**config.mk**
```make
export PLATFORM = sky130hd
export DESIGN_NAME = four_bit_full_adder_flat
export DESIGN_NICKNAME = d
export VERILOG_FILES = /design/src/rtl/four_bit_full_adder_if.sv /design/src/rtl/four_bit_full_adder.sv /design/src/flat_wrapper.sv
export SDC_FILE = /design/constraint.sdc
export NUM_CORES = 1
export LEC_CHECK = 0
export ABC_AREA = 1
export CORE_MARGIN = 2
export CORE_UTILIZATION = 30
export CTS_BUF_LIST = sky130_fd_sc_hd__clkbuf_8 sky130_fd_sc_hd__clkbuf_16
export DETAILED_ROUTE_END_ITERATION = 8
export GPL_TIMING_DRIVEN = 0
export SETUP_SLACK_MARGIN = 0.3
export SLEW_MARGIN = 20
export SYNTH_ARGS = -nofsm -noshare
export SYNTH_HDL_FRONTEND = slang
export SYNTH_HIERARCHICAL = 1
export SYNTH_SLANG_ARGS = --single-unit
```
**constraint.sdc**
```tcl
create_clock -name clk -period 2.7 [get_ports clk]
set_input_delay 0.405 -clock clk [delete_from_list [all_inputs] [get_ports clk]]
set_output_delay 0.405 -clock clk [all_outputs]
set_load 0.01 [all_outputs]
```
**src/rtl/four_bit_full_adder_if.sv**
```systemverilog
// Operand/result bundle for the registered ripple-carry adder.
// The master drives operands and reads results; the slave is the adder itself.
interface four_bit_full_adder_if #(
   parameter int WIDTH = 4
);
   logic             in_valid;
   logic [WIDTH-1:0] A;
   logic [WIDTH-1:0] B;
   logic             Cin;
   logic [WIDTH-1:0] S;
   logic             Cout;
   logic             overflow;
   logic             out_valid;

   modport master (
      output in_valid, A, B, Cin,
      input  S, Cout, overflow, out_valid
   );

   modport slave (
      input  in_valid, A, B, Cin,
      output S, Cout, overflow, out_valid
   );
endinterface

```
**src/rtl/four_bit_full_adder.sv**
```systemverilog
// Registered ripple-carry adder: {Cout,S} = A + B + Cin with a signed-overflow flag,
// built from half-adder based full-adder cells, one cycle of latency.
module fa_half_adder (
   input  logic i_a,
   input  logic i_b,
   output logic o_s,
   output logic o_c
);
   assign o_s = i_a ^ i_b;
   assign o_c = i_a & i_b;
endmodule

module fa_full_adder_cell (
   input  logic i_a,
   input  logic i_b,
   input  logic i_cin,
   output logic o_sum,
   output logic o_cout
);
   logic w_s1;
   logic w_c1;
   logic w_c2;

   fa_half_adder u_ha1 (
      .i_a (i_a),
      .i_b (i_b),
      .o_s (w_s1),
      .o_c (w_c1)
   );

   fa_half_adder u_ha2 (
      .i_a (w_s1),
      .i_b (i_cin),
      .o_s (o_sum),
      .o_c (w_c2)
   );

   assign o_cout = w_c1 | w_c2;
endmodule

module four_bit_full_adder #(
   parameter int WIDTH = 4
) (
   input logic                  clk,
   input logic                  rst_n,
   four_bit_full_adder_if.slave bus
);
   logic [WIDTH:0]   w_carry;
   logic [WIDTH-1:0] w_sum;
   logic             w_cout;
   logic             w_overflow;

   logic [WIDTH-1:0] r_s;
   logic             r_cout;
   logic             r_overflow;
   logic             r_out_valid;

   assign w_carry[0] = bus.Cin;

   for (genvar i = 0; i < WIDTH; i++) begin : g_cell
      fa_full_adder_cell u_cell (
         .i_a    (bus.A[i]),
         .i_b    (bus.B[i]),
         .i_cin  (w_carry[i]),
         .o_sum  (w_sum[i]),
         .o_cout (w_carry[i+1])
      );
   end

   // Signed overflow: carry into the sign cell differs from carry out of it.
   assign w_cout     = w_carry[WIDTH];
   assign w_overflow = w_carry[WIDTH-1] ^ w_carry[WIDTH];

   // NOTE: reset is sampled on the clock edge (synchronous), and all state uses
   // non-blocking assignments so every register sees pre-edge values.
   always_ff @(posedge clk) begin
      if (!rst_n) begin
         r_s         <= '0;
         r_cout      <= 1'b0;
         r_overflow  <= 1'b0;
         r_out_valid <= 1'b0;
      end else begin
         r_out_valid <= bus.in_valid;
         if (bus.in_valid) begin
            r_s        <= w_sum;
            r_cout     <= w_cout;
            r_overflow <= w_overflow;
         end
      end
   end

   assign bus.S         = r_s;
   assign bus.Cout      = r_cout;
   assign bus.overflow  = r_overflow;
   assign bus.out_valid = r_out_valid;
endmodule

```
**src/flat_wrapper.sv**
```systemverilog
// flat-port wrapper written by rule: the top's interface ports become plain ports
module four_bit_full_adder_flat 
#(
   parameter int WIDTH = 4
)
  (clk, rst_n, bus_in_valid, bus_A, bus_B, bus_Cin, bus_S, bus_Cout, bus_overflow, bus_out_valid);
  four_bit_full_adder_if #(.WIDTH(WIDTH)) bus_i ();
  input logic clk;
  input logic rst_n;
  input wire logic [$bits(bus_i.in_valid)-1:0] bus_in_valid;
  input wire logic [$bits(bus_i.A)-1:0] bus_A;
  input wire logic [$bits(bus_i.B)-1:0] bus_B;
  input wire logic [$bits(bus_i.Cin)-1:0] bus_Cin;
  output wire logic [$bits(bus_i.S)-1:0] bus_S;
  output wire logic [$bits(bus_i.Cout)-1:0] bus_Cout;
  output wire logic [$bits(bus_i.overflow)-1:0] bus_overflow;
  output wire logic [$bits(bus_i.out_valid)-1:0] bus_out_valid;
  assign bus_i.in_valid = bus_in_valid;
  assign bus_i.A = bus_A;
  assign bus_i.B = bus_B;
  assign bus_i.Cin = bus_Cin;
  assign bus_S = bus_i.S;
  assign bus_Cout = bus_i.Cout;
  assign bus_overflow = bus_i.overflow;
  assign bus_out_valid = bus_i.out_valid;
  four_bit_full_adder #(.WIDTH(WIDTH)) u_core (.clk(clk), .rst_n(rst_n), .bus(bus_i));
endmodule
```
-- Word-level counts from Yosys, hierarchy flattened
Index checks and enable logic that the tools add are counted.
- register bits after elaboration: 7
- input bits: 12
- logic and storage cells: 25
- bitwise logic cells: 21
- operators with widths (kind ; count):
    1-bit bitwise XOR ; 9
    1-bit AND ; 8
    1-bit bitwise OR ; 4

-- Logic depth before layout (Yosys ltp)
Gate-level depths: netlist of the first run.
- depth in word-level cells: 10
- gate-level depth with buffers: 18
- gate-level depth less buffers: 18

-- Cells and area by module
The synthesis of the first run kept the hierarchy.
- by module, submodules not included (module ; instances ; cells an instance ; area each (um^2) ; seq. area each (um^2)):
    four_bit_full_adder ; 1 ; 33 ; 257.7 ; 140.1
    fa_half_adder ; 8 ; 1 ; 12.5 ; 0.0
    fa_full_adder_cell ; 4 ; 3 ; 11.3 ; 0.0

-- Least setup slack after synthesis of the first run
Ideal clock, no wire load.
- path kind: input-to-reg
- start point: input bus_A[0]
- end point: register u_core.r_overflow (netlist: u_core/bus.overflow)
- arrival time: 1.971 ns
- data required time: 2.644 ns
- setup slack: 0.674 ns
- stages on the path: 18
- cell sequence: ha_1 ha_1 inv_1 nand2_1 ha_1 inv_1 nand2_1 ha_1 inv_1 nand2_1 ha_1 inv_1 nand2_1 inv_1 nand2_1 nand3_1 nand2_1 inv_1
- word-level cells in the longest chain between the ends: 10
- elaborated cells on any way between the ends: 11
- RTL lines (item ; line ; text):
    start: declaration ; flat_wrapper.sv:11 ; input wire logic [$bits(bus_i.A)-1:0] bus_A;
    1-bit bitwise XOR ; four_bit_full_adder.sv:9 ; assign o_s = i_a ^ i_b;
    1-bit AND ; four_bit_full_adder.sv:10 ; assign o_c = i_a & i_b;
    named net u_core.g_cell[0].u_cell.w_c2 ; four_bit_full_adder.sv:22 ; logic w_c2;
    1-bit bitwise OR ; four_bit_full_adder.sv:38 ; assign o_cout = w_c1 | w_c2;
    named net u_core.w_carry[1] ; four_bit_full_adder.sv:48 ; logic [WIDTH:0] w_carry;
    1-bit AND ; four_bit_full_adder.sv:10 ;
    named net u_core.g_cell[1].u_cell.w_c2 ; four_bit_full_adder.sv:22 ;
    1-bit bitwise OR ; four_bit_full_adder.sv:38 ;
    named net u_core.w_carry[2] ; four_bit_full_adder.sv:48 ;
    (+1 left out) ; - ;
    named net u_core.g_cell[2].u_cell.w_c2 ; four_bit_full_adder.sv:22 ;
    1-bit bitwise OR ; four_bit_full_adder.sv:38 ;
    named net u_core.w_carry[3] ; four_bit_full_adder.sv:48 ;
    1-bit AND ; four_bit_full_adder.sv:10 ;
    named net u_core.g_cell[3].u_cell.w_c2 ; four_bit_full_adder.sv:22 ;
    1-bit bitwise OR ; four_bit_full_adder.sv:38 ;
    named net u_core.w_carry[4] ; four_bit_full_adder.sv:48 ;
    1-bit bitwise XOR ; four_bit_full_adder.sv:72 ; assign w_overflow = w_carry[WIDTH-1] ^ w_carry[WIDTH];
    end signal: assignment ; four_bit_full_adder.sv:87 ; r_overflow <= w_overflow;
    end: declaration ; four_bit_full_adder.sv:55 ; logic r_overflow;
The timed path passes the listed nets, and every way through them passes these cells.
A chain may end at the register's enable or synchronous reset.

-- Worst setup path after layout of the first run
- start point: input bus_A[1]
- end point: register u_core.r_overflow (netlist: u_core/bus.overflow)
- word-level cells in the longest chain between the ends: 8
- elaborated cells on any way between the ends: 9
- RTL lines (item ; line ; text):
    1-bit bitwise XOR ; four_bit_full_adder.sv:9 ;
    named net u_core.g_cell[1].u_cell.w_s1 ; four_bit_full_adder.sv:20 ; logic w_s1;
    1-bit AND ; four_bit_full_adder.sv:10 ;
    named net u_core.g_cell[1].u_cell.w_c2 ; four_bit_full_adder.sv:22 ;
    1-bit bitwise OR ; four_bit_full_adder.sv:38 ;
    named net u_core.w_carry[2] ; four_bit_full_adder.sv:48 ;
    1-bit AND ; four_bit_full_adder.sv:10 ;
    named net u_core.g_cell[2].u_cell.w_c2 ; four_bit_full_adder.sv:22 ;
    1-bit bitwise OR ; four_bit_full_adder.sv:38 ;
    named net u_core.w_carry[3] ; four_bit_full_adder.sv:48 ;
    1-bit AND ; four_bit_full_adder.sv:10 ;
    named net u_core.g_cell[3].u_cell.w_c2 ; four_bit_full_adder.sv:22 ;
    1-bit bitwise OR ; four_bit_full_adder.sv:38 ;
    named net u_core.w_carry[4] ; four_bit_full_adder.sv:48 ;
    1-bit bitwise XOR ; four_bit_full_adder.sv:72 ;
The timed path passes the listed nets, and every way through them passes these cells.

==> qor.yml, run 1 <==
outcome:
  status: "finished, final reports clean"
sta:
  rsz0062_at_grt: "no"
  slew_headroom: 0.850
  fin_skew_ps: 0
  fin_crit_ps: 2050
  setup_viol: 0
  tightestPinTransition_ps: 224
  finalSetupTns_ps: 0
  fin_hold_ws_ps: 402
  finalMaxSlewViolations: 0
  hold_viol_final: 0
  fmaxAchievable_ghz: 0.488
  fin_crit_sh: 0.760
clock_tree:
  clkSinkCount: 7
  cts_buffers: 3
  ctsHoldBuffers: 0
  ctsResizeCount: 0
  cts_root_buf: "clkbuf_8"
  htree_num_levels: 1
  insertion_delay_ps: 220
  clk_path_buf_depth: 2
  cts.reportedPaths.clkPinSlew_ps: 40
  tritoncts: "built"
  postCtsSetupRepairBufs: 0
worst_setup_path:
  crit_path_start: "bus_A[1]"
  rr_worst_depth: 3
  worstReg2RegStart: "u_core/bus.overflow"
  setup.worst_path.start_class: "input pin"
  cp.arrival_ps: 2170
  max_stage_delay_ps: 410
  reg2reg_slack_ps: 2050
  cpMaxStageDelayCell: "clkdlybuf4s50_1"
  cp_max_fo: 3
  cp_cell_sequence: "clkdlybuf4s50_1, ha_1, ha_1, inv_1, nand2_1, ha_1, inv_1, nand2_2, ha_4, inv_2, nand2_2, nand2_1, nand3_1, nand2_1, inv_1"
  critical_path_required_ps: 2820
  path_class: "in -> reg"
  end_kind: "flop"
synthesis:
  synthCells: 53
  ys_types: 10
  synth_fa_ha_area_frac: 0.248
  yosysWarnings: 6
  yosys.area.top_type: "dfxtp_1"
  ys_seq_elements: 7
  synth_mux_area_frac: 0
  synthSimpleGateAreaFrac: 0.161
  postSynthAreaPerCell_um2: 7.60
  yosysSeqAreaShare: 0.348
  synth_compound_area_frac: 0.0932
  synthXorXnorAreaFrac: 0
  netlist_area_um2: 403
  synth_top_family_by_area: "adder cells"
  synth_nets: 73
  synth_top_area_frac: 0.348
  synth.area.top_cells: "dfxtp_1, ha_1, inv_1, nand2_1, nor2_1"
final_layout:
  multi_input_area_um2: 223
  areaGrowthSynthToFinish_pct: 64.3
  register_area_um2: 140
  post_route_cells_drive_above_1_share: 0.135
  fin_nets: 95
  final.fill_count: 143
  diodes: 0
pwr:
  power.internal_mw: 0.261
  swShare: 0.244
  power_mw: 0.346
  ir_worst_vdd_mv: 0.285
  power.density_mw_per_mm2: 522
  netSwitchingPower_mw: 0.0844
  clockPowerShare: 0.407
  combPwrFrac: 0.254
  seq_power_share: 0.339
  leakage_nw: 0.342
floorplanning:
  pin_count: 19
  dieArea_mm2: 0.00165
  coreArea_mm2: 0.00128
  die_height_um: 40.6
  start_util: 0.314
  fp.dieW_um: 40.6
  rows: 13
worst_hold_path:
  hold_path.startpoint: "bus_in_valid"
  whs_path_depth: 2
  hold_class: "in -> reg"
routing:
  wl_per_cell_um: 9.10
  vias: 382
  wl_um: 810
  drc: 0
  antenna_left: 0
  vias_per_cell: 4.29
  drtPass1Iterations: 4
  drt_iter0_drc: 1
place:
  portBuffers: 17
  dp_hpwl_um: 608
  gp_congestion: 0.659
global_routing:
  grt.total_usage: 0.109
  grt_pass1_vias: 304
  overflow: 0
  grt_pass1_wl_um: 1180
  grt_max_degree: 11
  antenna_found_initial: 0
flow_run:
  max_cap_violations: 0
## critical path, delay by kind of cell
kind / cells / cell delay [ps]
buffers and inverters: 5 / 590
and+or+nand+nor: 6 / 360
adders and majority gates: 4 / 800
## sequential cells by signal, summed over array words and instances, names as in the netlist
register and count:
u_core/bus.S 4, u_core/bus.Cout 1, u_core/bus.out_valid 1, u_core/bus.overflow 1
## Yosys cell counts
cell type	count
inv_1	13
ha_1	8
nand2_1	8
nor2_1	8
dfxtp_1	7
o21ai_0	5
a21oi_1	1
buf_6	1
nand3_1	1
o21a_1	1
## cell families (layout without fill, tap and decap cells)
group / after synthesis / after routing
AO/OA/AOI/OAI: 7 / 7
adder cells (fa/ha/maj): 8 / 8
buffers and inverters: 14 / 35
flip-flops: 7 / 7
AND/OR/NAND/NOR: 17 / 17
## metal layers
layer  wire, µm  up-vias  GRT usage  part of all wire
met1        368      171      0.140              0.45
met5          0        -          0                 0
met2        407        9      0.167              0.50
li1           -      202          -                 -
met4          0        0     0.0750                 0
met3         35        0     0.0163             0.043
## area by class of cell
cell class	count	area share
clock buffer	3	0.0624
multi-input combinational	32	0.336
buffer	1	0.0170
tap	15	0.0284
clock inverter	1	0.00567
timing repair buffer	17	0.265
sequential	7	0.212
inverter	13	0.0737
## placed cells by master, fill, tap and decap left out
cell / netlist / routed
nor2_1: 8 / 8
ha_2: 0 / 1
buf_6: 1 / 1
inv_1: 13 / 12
clkdlybuf4s50_1: 0 / 15
nand2_2: 0 / 2
dfxtp_1: 7 / 7
clkbuf_8: 0 / 3
a21oi_1: 1 / 1
ha_1: 8 / 6
nand2_1: 8 / 6
o21a_1: 1 / 1
nand3_1: 1 / 1
ha_4: 0 / 1
o21ai_0: 5 / 5
inv_2: 0 / 2
dlymetal6s2s_1: 0 / 2
## final timing paths
kind / to
worst max register to register: u_core/bus.overflow
worst max-delay path: u_core/bus.overflow
worst min register to register: u_core/bus.S[2]
worst min-delay path: u_core/bus.Cout
## through the flow
stage | instances | util | instance area, µm² | setup WS (ps)
finish | 89 | 0.515 | 662 | 649
global route | 89 | 0.515 | 662 | 504
global placement | 85 | 0.461 | 592 | 170
CTS | 89 | 0.496 | 637 | 350
detailed placement | 85 | 0.461 | 592 | 122
floorplan | 53 | - | 403 | 674
## power groups by stage
stage	sequential, mW	combinational [mW]	clock [mW]
after global routing	0.118	0.100	0.149
final	0.117	0.0877	0.141
after CTS	0.118	0.0810	0.144
after floorplan	0.123	0.0346	0
after global placement	0.119	0.0789	0
after detailed placement	0.119	0.0802	0
Power figures use the tool's default switching activity.
==> run 2: changes to the inputs <==
==> constraint.sdc (replaced) <==
create_clock -name clk -period 1.95 [get_ports clk]
set_input_delay 0.2925 -clock clk [delete_from_list [all_inputs] [get_ports clk]]
set_output_delay 0.2925 -clock clk [all_outputs]
set_load 0.01 [all_outputs]
==> run 2 against run 1 <==
First-iteration DRC count rose to 7.0 times the previous value. Cell area rose by 9.3%. Clock power rose by 41%. Non-clock buffer count rose by 1. Sequential cell count did not move. Sequential share of layout area fell by 1.8 points. Cell count rose by 1.1%. Critical path type unchanged.
==> qor.yml, run 2 (same netlist as run 1, synthesis figures left out) <==
outcome:
  status: "finished, final reports clean"
global_routing:
  grt_pass1_wl_um: 1160
  grt.busiest_layer: "met2"
  grt_use_met2: 0.202
  grt.total_usage: 0.113
  met1_usage: 0.120
  overflow: 0
  grt_pass1_vias: 305
  use_met3: 0.0163
  antenna_found_initial: 0
  grt_max_degree: 11
floorplanning:
  die_height_um: 40.6
  coreArea_mm2: 0.00128
  pin_count: 19
  dieArea_mm2: 0.00165
  rows: 13
  start_util: 0.314
  fp.dieW_um: 40.6
sta:
  fmaxAchievable_ghz: 0.590
  fin_hold_ws_ps: 291
  fin_crit_ps: 1690
  fin_skew_ps: 0
  setup_viol: 0
  fin_crit_sh: 0.869
  slew_headroom: 0.844
  finalMaxSlewViolations: 0
  tightestPinTransition_ps: 233
  rsz0062_at_grt: "yes"
  finalSetupTns_ps: 0
  hold_viol_final: 0
pwr:
  power.density_mw_per_mm2: 698
  netSwitchingPower_mw: 0.131
  ir_worst_vdd_mv: 0.375
  swShare: 0.259
  clockPowerShare: 0.394
  power.internal_mw: 0.374
  combPwrFrac: 0.284
  seq_power_share: 0.321
  leakage_nw: 0.338
routing:
  drc: 0
  drtPass1Iterations: 2
  wl_um: 847
  vias: 380
  drt_iter0_drc: 7
  wl_per_cell_um: 9.41
  vias_per_cell: 4.22
  antenna_left: 0
worst_setup_path:
  rr_worst_depth: 3
  critical_path_required_ps: 2070
  setup.worst_path.start_class: "input pin"
  reg2reg_slack_ps: 1310
  endpoint: "u_core/bus.overflow"
  cp_cell_sequence: "buf_6, ha_4, ha_4, inv_2, nand2_2, ha_4, inv_2, nand2_2, ha_4, inv_2, nand2_4, ha_4, inv_2, nand2_2, nand2_1, nand3_1, nand2_1, inv_1"
  crit_path_start: "bus_A[0]"
  path_class: "in -> reg"
  cp.arrival_ps: 1820
  crit_top_cell: "ha_4"
  end_kind: "flop"
  cp_max_fo: 2
  cpMaxStageDelayCell: "ha_4"
  max_stage_delay_ps: 240
  timing.rr.end: "u_core/bus.overflow"
  worstReg2RegStart: "u_core/bus.overflow"
final_layout:
  design_area_um2: 723
  largest_register_ffs: 4
  fin_util: 0.563
  diodes: 0
  fin_nets: 96
  register_area_um2: 140
  post_route_cells_drive_above_1_share: 0.293
  final_cell_mix: "clkdlybuf4s50_1, inv_1, nor2_1, dfxtp_1"
  final_common_cell: "clkdlybuf4s50_1"
  final.fill_count: 127
  multi_input_area_um2: 283
  areaGrowthSynthToFinish_pct: 79.5
place:
  gp_congestion: 0.649
  dp_hpwl_um: 676
  dpl_cell_area_um2: 639
  portBuffers: 17
clock_tree:
  cts_root_buf: "clkbuf_8"
  htree_num_levels: 1
  clk_path_buf_depth: 2
  cts_buffers: 3
  tritoncts: "built"
  insertion_delay_ps: 220
  cts.reportedPaths.clkPinSlew_ps: 40
  clkSinkCount: 7
flow_run:
  max_cap_violations: 0
worst_hold_path:
  hold_class: "in -> reg"
## run 2: cell count changes in the layout (fill, tap and decap cells not counted), sizes merged
cell / previous run / this run
buf: 1 / 4
dlygate4sd2: 0 / 3
dlymetal6s2s: 2 / 0
clkdlybuf4s50: 15 / 12
## run 2: cell type report
class | instances | area share
plain buffers | 1 | 0.0156
repair buffers | 18 | 0.244
clock buffers | 3 | 0.0571
clock inverters | 1 | 0.00519
multi-input cells | 32 | 0.391
well taps | 15 | 0.0260
inverters | 13 | 0.0675
flip-flops and latches | 7 | 0.194
## run 2: critical path, delay by kind of cell
family                     cells  cell delay (ps)
adders and majority gates      5              840
and+or+nand+nor                7              390
buffers and inverters          6              300
## run 2: power groups by stage
stage | sequential, mW | combinational [mW] | clock (mW)
after floorplan | 0.170 | 0.0615 | 0
final | 0.162 | 0.144 | 0.199
after global placement | 0.164 | 0.126 | 0
after detailed placement | 0.165 | 0.129 | 0
after CTS | 0.162 | 0.134 | 0.203
after global routing | 0.163 | 0.162 | 0.207
## run 2: timing repair
| action | CTS | global route |
|---|---|---|
| setup buffers | 1 | 0 |
| setup endpoints to repair | 4 | 3 |
| pin swaps | 11 | 9 |
| hold buffers | 0 | 0 |
| resized for setup | 16 | 6 |
## run 2: worst min-delay path by stage
stage / slack, ps / cells past startpoint / from / endpoint
final: 290 / 2 / bus_in_valid / u_core/bus.Cout
after global routing: 300 / 2 / bus_in_valid / u_core/bus.Cout
after CTS: 290 / 2 / bus_in_valid / u_core/bus.Cout
after detailed placement: 490 / 2 / u_core/bus.S[0] / u_core/bus.S[0]
after global placement: 490 / 2 / u_core/bus.S[0] / u_core/bus.S[0]
after floorplan: 390 / 2 / rst_n / u_core/bus.out_valid
## run 2: routing by layer
metal / wire [µm] / vias to the layer above
met5: 0 / -
met4: 0 / 0
met3: 42 / 0
met2: 434 / 8
met1: 370 / 167
li1: - / 205
## run 2: through the flow
stage                     setup slack, ps  power, mW  std cells
final                                 256      0.505         90
after global routing                  188      0.532         90
after CTS                             210      0.499         90
after detailed placement             -446      0.294         85
after global placement               -396      0.290         85
after floorplan                       182      0.232         53
